--- src/rtl/hit_event_filter.sv ---
// Hit event filter for the missile collision detectors.
// The raw collision flags can stay high for many pixels in a frame. Each
// channel turns them into at most one registered pulse per frame boundary.
// After a report, the channel ignores new hits for COOLDOWN_FRAMES frames.

// state       | meaning
// ST_IDLE     | armed, waiting for a raw hit
// ST_HIT_SEEN | hit captured, report it at the next startOfFrame
// ST_COOLDOWN | reported, ignore raw hits for r_count more frame boundaries
module hit_event_channel #(
    parameter int unsigned COOLDOWN_FRAMES = 8
) (
    input  logic clk,
    input  logic resetN,
    input  logic startOfFrame,
    input  logic raw_hit,
    output logic hit_pulse,
    output logic cooldown
);

    typedef enum logic [1:0] {
        ST_IDLE     = 2'd0,
        ST_HIT_SEEN = 2'd1,
        ST_COOLDOWN = 2'd2
    } state_t;

    localparam logic [7:0] LP_LOAD = 8'(COOLDOWN_FRAMES);

    state_t     r_state;
    state_t     w_state_nxt;
    logic [7:0] r_count;
    logic [7:0] w_count_nxt;
    logic       r_pulse;
    logic       w_pulse_nxt;
    logic       r_cooldown;
    logic       w_cooldown_nxt;

    // State, frame counter and registered outputs.
    always_ff @(posedge clk or negedge resetN) begin
        if (!resetN) begin
            r_state    <= ST_IDLE;
            r_count    <= 8'd0;
            r_pulse    <= 1'b0;
            r_cooldown <= 1'b0;
        end else begin
            r_state    <= w_state_nxt;
            r_count    <= w_count_nxt;
            r_pulse    <= w_pulse_nxt;
            r_cooldown <= w_cooldown_nxt;
        end
    end

    // Next-state, counter and output decode.
    always_comb begin
        w_state_nxt = r_state;
        w_count_nxt = r_count;
        w_pulse_nxt = 1'b0;
        case (r_state)
            ST_IDLE: begin
                if (raw_hit) begin
                    w_state_nxt = ST_HIT_SEEN;
                end
            end
            ST_HIT_SEEN: begin
                if (startOfFrame) begin
                    w_pulse_nxt = 1'b1;
                    w_count_nxt = LP_LOAD;
                    // A zero-length cooldown re-arms straight away.
                    w_state_nxt = (LP_LOAD == 8'd0) ? ST_IDLE : ST_COOLDOWN;
                end
            end
            ST_COOLDOWN: begin
                if (startOfFrame) begin
                    if (r_count == 8'd1) begin
                        w_state_nxt = ST_IDLE;
                    end else begin
                        w_count_nxt = r_count - 8'd1;
                    end
                end
            end
            default: begin
                w_state_nxt = ST_IDLE;
            end
        endcase
        // Registered copy of the state decode, so cooldown is high exactly in COOLDOWN.
        w_cooldown_nxt = (w_state_nxt == ST_COOLDOWN);
    end

    assign hit_pulse = r_pulse;
    assign cooldown  = r_cooldown;

endmodule

// Top level: two independent channels sharing the frame strobe.
module hit_event_filter #(
    parameter int unsigned COOLDOWN_FRAMES = 8
) (
    input  logic clk,
    input  logic resetN,
    input  logic startOfFrame,
    input  logic collision_aliens_missile_raw,
    input  logic collision_ship_missile_raw,
    output logic collision_aliens_missile,
    output logic collision_ship_missile,
    output logic aliens_cooldown,
    output logic ship_cooldown
);

    hit_event_channel #(
        .COOLDOWN_FRAMES(COOLDOWN_FRAMES)
    ) u_aliens (
        .clk         (clk),
        .resetN      (resetN),
        .startOfFrame(startOfFrame),
        .raw_hit     (collision_aliens_missile_raw),
        .hit_pulse   (collision_aliens_missile),
        .cooldown    (aliens_cooldown)
    );

    hit_event_channel #(
        .COOLDOWN_FRAMES(COOLDOWN_FRAMES)
    ) u_ship (
        .clk         (clk),
        .resetN      (resetN),
        .startOfFrame(startOfFrame),
        .raw_hit     (collision_ship_missile_raw),
        .hit_pulse   (collision_ship_missile),
        .cooldown    (ship_cooldown)
    );

endmodule

--- config.mk ---
export PLATFORM = sky130hd
export DESIGN_NAME = hit_event_filter
export DESIGN_NICKNAME = d
export VERILOG_FILES = /design/src/rtl/hit_event_filter.sv
export SDC_FILE = /design/constraint.sdc
export NUM_CORES = 1
export LEC_CHECK = 0
export ABC_AREA = 1
export ABC_CLOCK_PERIOD_IN_PS = 1800
export CAP_MARGIN = 20
export CORE_MARGIN = 2
export CORE_UTILIZATION = 45
export CTS_CLUSTER_SIZE = 10
export DETAILED_ROUTE_END_ITERATION = 10
export PLACE_DENSITY = 0.66
export SLEW_MARGIN = 30
export SYNTH_ARGS = -nofsm -noshare
export SYNTH_HDL_FRONTEND = slang
export SYNTH_SLANG_ARGS = --single-unit
--- constraint.sdc ---
create_clock -name clk -period 1.8 [get_ports clk]
set_clock_uncertainty 0.2 [all_clocks]
set_input_delay 0.36 -clock clk [delete_from_list [all_inputs] [get_ports clk]]
set_output_delay 0.36 -clock clk [all_outputs]
set_load 0.1 [all_outputs]
Word level (Yosys, flattened, before mapping)
Index checks and enable logic that the tools add are counted.
{"block": "op_classes", "addsub": 2, "eq_ne": 14, "mux": 20, "reduce_logical": 6}
{"op": "2-to-1 mux 8 bit", "n": 5}
{"op": "one-hot mux 8 bit (2 select lines)", "n": 2}
{"op": "equality test 8 x 1 -> 1 bit, second input constant", "n": 2}
{"op": "2-to-1 mux 2 bit", "n": 8}
{"op": "subtractor 8 x 1 -> 8 bit, second input constant", "n": 2}
{"op": "inequality test 2 bit, second input constant", "n": 6}
{"op": "one-hot mux 2 bit (3 select lines)", "n": 2}
{"op": "equality test 2 bit, second input constant", "n": 4}
{"op": "AND reduction 4 bit", "n": 2}
{"op": "equality test 2 x 1 -> 1 bit, second input constant", "n": 2}
{"op": "zero test 2 bit", "n": 2}
{"op": "nonzero test 2 bit", "n": 2}
{"op": "2-to-1 mux 1 bit", "n": 3}
{"block": "word_totals", "ff_bits": 24, "inputBits": 5, "output_inout_bits": 4}

Depth between registers and ports, before layout
Gate-level depths: netlist of the first run.
{"block": "logic_depth", "word_depth": 5, "mapped_depth": 9, "ltp_nobuf": 9}

By module
From an unflattened synthesis of the first run, not the netlist that was laid out.
{"block": "hier_totals", "hier_cells": 182, "hier_area_um2": 1358.8}
{"module": "hit_event_channel", "n_inst": 2, "cells_per_inst": 91, "area_each_um2": 679.4, "seq_area_each_um2": 300.3}

Worst setup path after synthesis of the first run
No wires, ideal clock.
{"block": "synth_timing", "path_kind": "flip-flop to flip-flop", "start": "register u_ship.r_count[1]", "end": "register u_ship.r_count[2]", "setup_ns": 0.074, "arrival_ns": 1.177, "t_required_ns": 1.526, "path_slack_ns": 0.349, "stages_incl_launch_ff": 10, "path_buffers": 1, "synth_period_minus_slack_ns": 1.451, "cell_sequence": "dfrtp_1 -> inv_1 -> ha_1 -> nand2_1 -> nor2_1 -> nand3_1 -> nand3_2 -> buf_6 -> nand2_1 -> o21ai_2"}
{"block": "synth_between", "elab_chain_cells": 4, "elab_cells_between_ends": 7, "cone_classes": "1 x add/sub; 2 x eq/ne; 3 x mux; 1 x reduce/logical"}
{"element": "from (decl)", "line": "31", "source": "logic [7:0] r_count;"}
{"element": "from (signal assigned)", "line": "47", "source": "r_count <= w_count_nxt;"}
{"element": "subtractor 8 x 1 -> 8 bit", "line": "77", "source": "w_count_nxt = r_count - 8'd1;"}
{"element": "2-to-1 mux 8 bit", "line": "74", "source": "if (r_count == 8'd1) begin"}
{"element": "2-to-1 mux 8 bit", "line": "73", "source": "if (startOfFrame) begin"}
{"element": "one-hot mux 8 bit (2 select lines)", "line": "58", "source": "case (r_state)"}
Several ways; a longest one is shown, not always the timed one. The select of a mux whose other input is x is not followed.
A chain may end at the register's enable or synchronous reset.

Worst setup path in the final report of the first run
{"block": "layout_timing", "start": "register u_ship.r_count[1]", "end": "register u_ship.r_count[4]"}
The elaborated chain is that of the path after synthesis.

==> results of run 1 <==
-- per-layer routing --
layer	vias to the layer above	track usage (%)	wire length (um)
met5	-	0	0
met4	0	5.71	19
met3	2	1.97	43
met2	10	32.8	1430
met1	570	21.9	1160
li1	635	-	-
-- worst max path at each step --
stage,start,cells after the start,endpoint
2_1_floorplan,u_ship.r_count[1],9,u_ship.r_count[2]
3_3_place_gp,startOfFrame,9,u_ship.r_count[3]
3_5_place_dp,startOfFrame,7,u_aliens.r_count[7]
4_1_cts,u_aliens.r_count[1],9,u_aliens.r_count[4]
5_1_grt,u_ship.r_count[1],10,u_ship.r_count[4]
6_report,u_ship.r_count[1],10,u_ship.r_count[4]
-- cell families (layout without fill, tap and decap cells) --
family / count (synthesis) / count (layout) / share of synthesized area [%]
and+or+nand+nor: 104 / 104 / 32.3
xor gates and xnor gates: 2 / 2 / 1.26
AOI/OAI and AO/OA: 23 / 23 / 9.79
adders and majority gates: 4 / 4 / 3.59
DFF: 24 / 24 / 43.1
buffers and inverters: 33 / 53 / 9.97
-- layout by cell type, fill, tap and decap left out, drive strengths merged --
cell type,instances
ha,4
a21oi,1
nand3,22
o21ai,21
or2,2
a211oi,1
nand4,2
nand2,53
dfrtp,24
nor2,24
xor2,2
buf,14
inv,31
clkdlybuf4s50,4
clkbuf,4
nor3,1
-- flip-flops by register name, indices dropped and copies added, names as in the netlist --
signal / count
u_aliens.cooldown: 1
u_aliens.hit_pulse: 1
u_aliens.r_count: 8
u_aliens.r_state: 2
u_ship.cooldown: 1
u_ship.hit_pulse: 1
u_ship.r_count: 8
u_ship.r_state: 2
-- area by class of cell --
type | instances | share of cell area (%)
Multi-Input combinational cell | 133 | 39.9
Sequential cell | 24 | 36.4
Timing Repair Buffer | 18 | 11.8
Inverter | 31 | 7.06
Tap cell | 33 | 2.51
Clock buffer | 4 | 2.20
-- worst register-to-register path: cells and delay by family (launching register included) --
kind,cells,cell delay (ps)
AND/OR/NAND/NOR,6,480
flip-flops,1,410
buffers and inverters,3,310
adder cells (fa/ha/maj),1,160
-- metrics by stage --
stage / TNS, ps / worst slack (ps) / std cells / hold WS [ps]
3_5_place_dp: -574 / -68.3 / 239 / 276
5_1_grt: 0 / 6.36 / 243 / 223
3_3_place_gp: -193 / -26.5 / 239 / 264
2_1_floorplan: 0 / 349 / 190 / -136
4_1_cts: 0 / 153 / 243 / 192
6_report: 0 / 159 / 243 / 192
-- power groups by stage --
stage / Sequential, mW / Combinational (mW) / Clock [mW]
floorplan: 1.13 / 1.16 / 0
global placement: 1.00 / 1.69 / 0
detailed placement: 1.01 / 1.74 / 0
CTS: 1.00 / 1.75 / 0.289
global route: 1.04 / 1.98 / 0.310
finish: 0.998 / 1.74 / 0.273
==> results.toml, run 1 <==
[worst_setup_path]
crit_required_ps = 1810
start_kind = "flop"
reg2reg_from = "u_ship.r_count[1]"
reg2reg_to = "u_ship.r_count[4]"
end_kind = "flop"
path_buf_inv = 3
max_stage_delay_ps = 410
cp_slowest_cell = "dfrtp_1"
crit_chain = "inv_1, ha_1, nand2_1, nor2_1, nand3_1, nand3_2, buf_4, inv_1, nand2_1, nand2_1"
cp_max_fo = 8
path_class = "reg -> reg"
worstPathArrival_ps = 1650
crit_path_frequent_cell = "nand2_1"
ff2ff_path_depth = 10
cp_top_family = "simple AND/OR/NAND/NOR gates"
ff2ff_setup_slack_ps = 160

[finish]
seq_area_um2 = 601
multiInputGateArea_um2 = 658
layout-drive-gt1-share_pct = 16.2
area_growth_pct = 18.3
diodes = 0
utilization_pct = 54.9
final_area_um2 = 1650
fin_nets = 220
n_fill_cell = 288

[clocking]
cts_buffer_depth = 2
post_cts_buffers = 0
h-tree-depth = 1
ctsHoldBuffers = 0
clk_latency_ps = 300
worst_setup_hold_path_clk_slew_ps = 130
cts.sinks = 24
cts_made_buffers = 3
tritoncts = "done"
cts_root_buf = "clkbuf_4"
cts_resized = 0

[sta]
tightest_slew_ps = 303
setup_viol = 0
clock.fmax_mhz = 610
final_hold_viol_count = 0
fin_crit_sh_pct = 91.1
finalMaxSlewViolations = 0
max_slew_margin_pct = 79.8
period_minus_slack_ps = 1640
rsz0062_at_grt = "no"

[logic_synthesis]
synth_common_cells = "nand2_1 (51), inv_1 (27), dfrtp_1 (24), nor2_1 (22), nand3_1 (21)"
syn_area_um2 = 1390
synth_top_flop_cell = "dfrtp_1"
syn-instance-count = 190
synth_warnings = 0
ys_seq_elements = 24
synth_area_leaders = "dfrtp_1 (43%), nand2_1 (14%), nand3_1 (7.5%), inv_1 (7.3%), nor2_1 (5.9%)"
yosysMostFrequentCell = "nand2_1"
yosysTopAreaCellShare_pct = 43.1
seq_area_frac_synth_pct = 43.1
synth_edf_count = 0
synth_top_cell_by_area = "dfrtp_1"
avgSynthCellArea_um2 = 7.33
synth-async-reset-ratio_pct = 100
synth.distinct_cells = 21
syn_nets = 199

[power]
power_switching_share_pct = 48.5
powerDensity_nw_per_um2 = 1830
netSwitchingPower_mw = 1.46
vdd.ir_drop.worst_mv = 0.676
clockPowerShare_pct = 9.1
power_mw = 3.01
p_leak_nw = 0.842
power_frac_seq_pct = 33.2
power.share.combinational_pct = 57.7
internal_power_mw = 1.55

[routing]
routed_wl_um = 2660
ant_nets = 0
drc = 0
wl_per_cell_um = 10.9
dr.pass1.iters = 4
vias_per_cell = 5.01
drt_iter0_drc = 36
vias = 1217

[place]
finalWeightedCongestion = 0.888
numPortBuffers = 8
dp_hpwl_um = 2100
dpl_cell_area_um2 = 1610

[floorplanning]
initial_utilization_pct = 46.4
placement_rows = 20
die_w_um = 59.6
coreArea_um2 = 3000
die-height_um = 59.6
io_pins = 9
die-area_um2 = 3560

[outcome]
status = "finished, final reports clean"

[grt]
overflow = 0
grt_max_degree = 25
grtUsageTotal_pct = 18.0
antenna_found_initial = 0
grt_pass1_wl_um = 4870
grt_pass1_vias = 1161

[flow_run]
maxCapViolations = 0

[min_path]
worstHoldPathType = "in -> async"
Note: power is estimated with default switching activity, not from simulation.
==> inputs of run 2 (changes only) <==
--- a/config.mk
+++ b/config.mk
@@ -9,10 +9,10 @@
 export ABC_CLOCK_PERIOD_IN_PS = 1800
 export CAP_MARGIN = 20
 export CORE_MARGIN = 2
-export CORE_UTILIZATION = 45
+export CORE_UTILIZATION = 50
 export CTS_CLUSTER_SIZE = 10
 export DETAILED_ROUTE_END_ITERATION = 10
-export PLACE_DENSITY = 0.66
+export PLACE_DENSITY = 0.72
 export SLEW_MARGIN = 30
 export SYNTH_ARGS = -nofsm -noshare
 export SYNTH_HDL_FRONTEND = slang
==> results.toml, run 2 (synthesis gave the netlist of run 1 again) <==
[outcome]
status = "finished, final reports clean"

[routing]
dr.pass1.iters = 4
wl_per_cell_um = 11.8
ant_nets = 0
vias = 1250
drc = 0
routed_wl_um = 2830
drt_iter0_drc = 73
vias_per_cell = 5.21

[finish]
area_growth_pct = 18.1
fin_nets = 219
n_fill_cell = 257
multiInputGateArea_um2 = 666
final_common_cell = "nand2_1"
seq_area_um2 = 601
layout-drive-gt1-share_pct = 15.8
reg_top3 = "u_aliens.r_count: 8 flops, u_ship.r_count: 8 flops"
diodes = 0
final_cells = 240
layout_common_cells = "nand2_1 (51), inv_1 (27), dfrtp_1 (24)"
final_area_um2 = 1650

[worst_setup_path]
start_kind = "flop"
path_buf_inv = 2
reg2reg_to = "u_ship.r_count[4]"
ff2ff_setup_slack_ps = 200
crit_chain = "inv_1, ha_1, nand2_1, nor2_1, nand3_1, nand3_4, inv_1, nand2_1, nand2_1"
cp_slowest_cell = "dfrtp_1"
ff2ff_path_depth = 9
crit_path_frequent_cell = "nand2_1"
reg2reg_from = "u_ship.r_count[1]"
crit_required_ps = 1830
cp_top_family = "simple AND/OR/NAND/NOR gates"
end_kind = "flop"
cp_max_fo = 14
max_stage_delay_ps = 420
path_class = "reg -> reg"
worstPathArrival_ps = 1630

[sta]
clock.fmax_mhz = 625
tns_ps = 0
period_minus_slack_ps = 1600
final_hold_viol_count = 0
finalMaxSlewViolations = 0
fin_crit_sh_pct = 88.9
rsz0062_at_grt = "no"
tightest_slew_ps = 312
max_slew_margin_pct = 79.2
setup_viol = 0
holdWs_ps = 175

[clocking]
worst_setup_hold_path_clk_slew_ps = 130
h-tree-depth = 1
cts_buffer_depth = 2
ctsHoldBuffers = 0
cts.sinks = 24
clk_latency_ps = 320
cts_root_buf = "clkbuf_4"
cts_made_buffers = 3
tritoncts = "done"

[place]
dp_hpwl_um = 2180
numPortBuffers = 8
dpl_cell_area_um2 = 1590
finalWeightedCongestion = 0.888
dp.cells = 235

[min_path]
worstHoldPathType = "in -> async"

[grt]
antenna_found_initial = 0
grt_pass1_vias = 1171
overflow = 0
grt_pass1_wl_um = 4960
grtUsageTotal_pct = 19.8
grt_max_degree = 25

[floorplanning]
die-area_um2 = 3220
die-height_um = 56.8
placement_rows = 19
die_w_um = 56.8
coreArea_um2 = 2710
initial_utilization_pct = 51.4
io_pins = 9

[power]
powerDensity_nw_per_um2 = 1850
vdd.ir_drop.worst_mv = 1.24
p_leak_nw = 0.838

[flow_run]
maxCapViolations = 0
## run 2: how the worst max path moves through the flow
stage / slack (ps) / start / end / cells after the start
finish: 200 / u_ship.r_count[1] / u_ship.r_count[4] / 9
global placement: -110 / startOfFrame / u_ship.r_count[5] / 8
detailed placement: -180 / startOfFrame / u_ship.r_count[0] / 8
floorplan: 350 / u_ship.r_count[1] / u_ship.r_count[2] / 9
global route: 4 / u_aliens.r_count[5] / u_aliens.r_count[4] / 8
CTS: 140 / u_ship.r_count[1] / u_ship.r_count[4] / 9
## run 2: through the flow
| step | total power, mW | util [%] | setup slack (ps) |
|---|---|---|---|
| finish | 3.04 | 60.7 | 200 |
| CTS | 3.03 | 60.0 | 138 |
| global placement | 2.65 | 58.6 | -110 |
| global route | 3.34 | 60.7 | 3.89 |
| detailed placement | 2.73 | 58.6 | -176 |
| floorplan | 2.29 | - | 349 |
## run 2: final cells by class
type	count	share of cell area (%)
inverter	31	7.07
sequential	24	36.5
tap	31	2.36
clock buffer	4	2.21
timing repair buffer	17	11.4
multi-input combinational	133	40.5
## run 2: timing repair
action,CTS,global route
setup buffers,0,1
resized for setup,0,2
setup endpoints to repair,0,4
## run 2: routing by layer
layer	vias to the layer above	GRT usage [%]	part of all wire, %
met2	19	37.0	54
met3	4	2.30	2.5
met1	594	22.0	41
li1	633	-	-
met5	-	0	0
met4	0	9.30	1.8
## run 2: power by group
group / switching [mW] / total [mW] / internal, mW / leakage [nW]
Clock: 0.164 / 0.287 / 0.124 / 0.0210
Sequential: 0.249 / 1.01 / 0.760 / 0.304
Combinational: 1.09 / 1.75 / 0.656 / 0.513
Total: 1.50 / 3.04 / 1.54 / 0.838
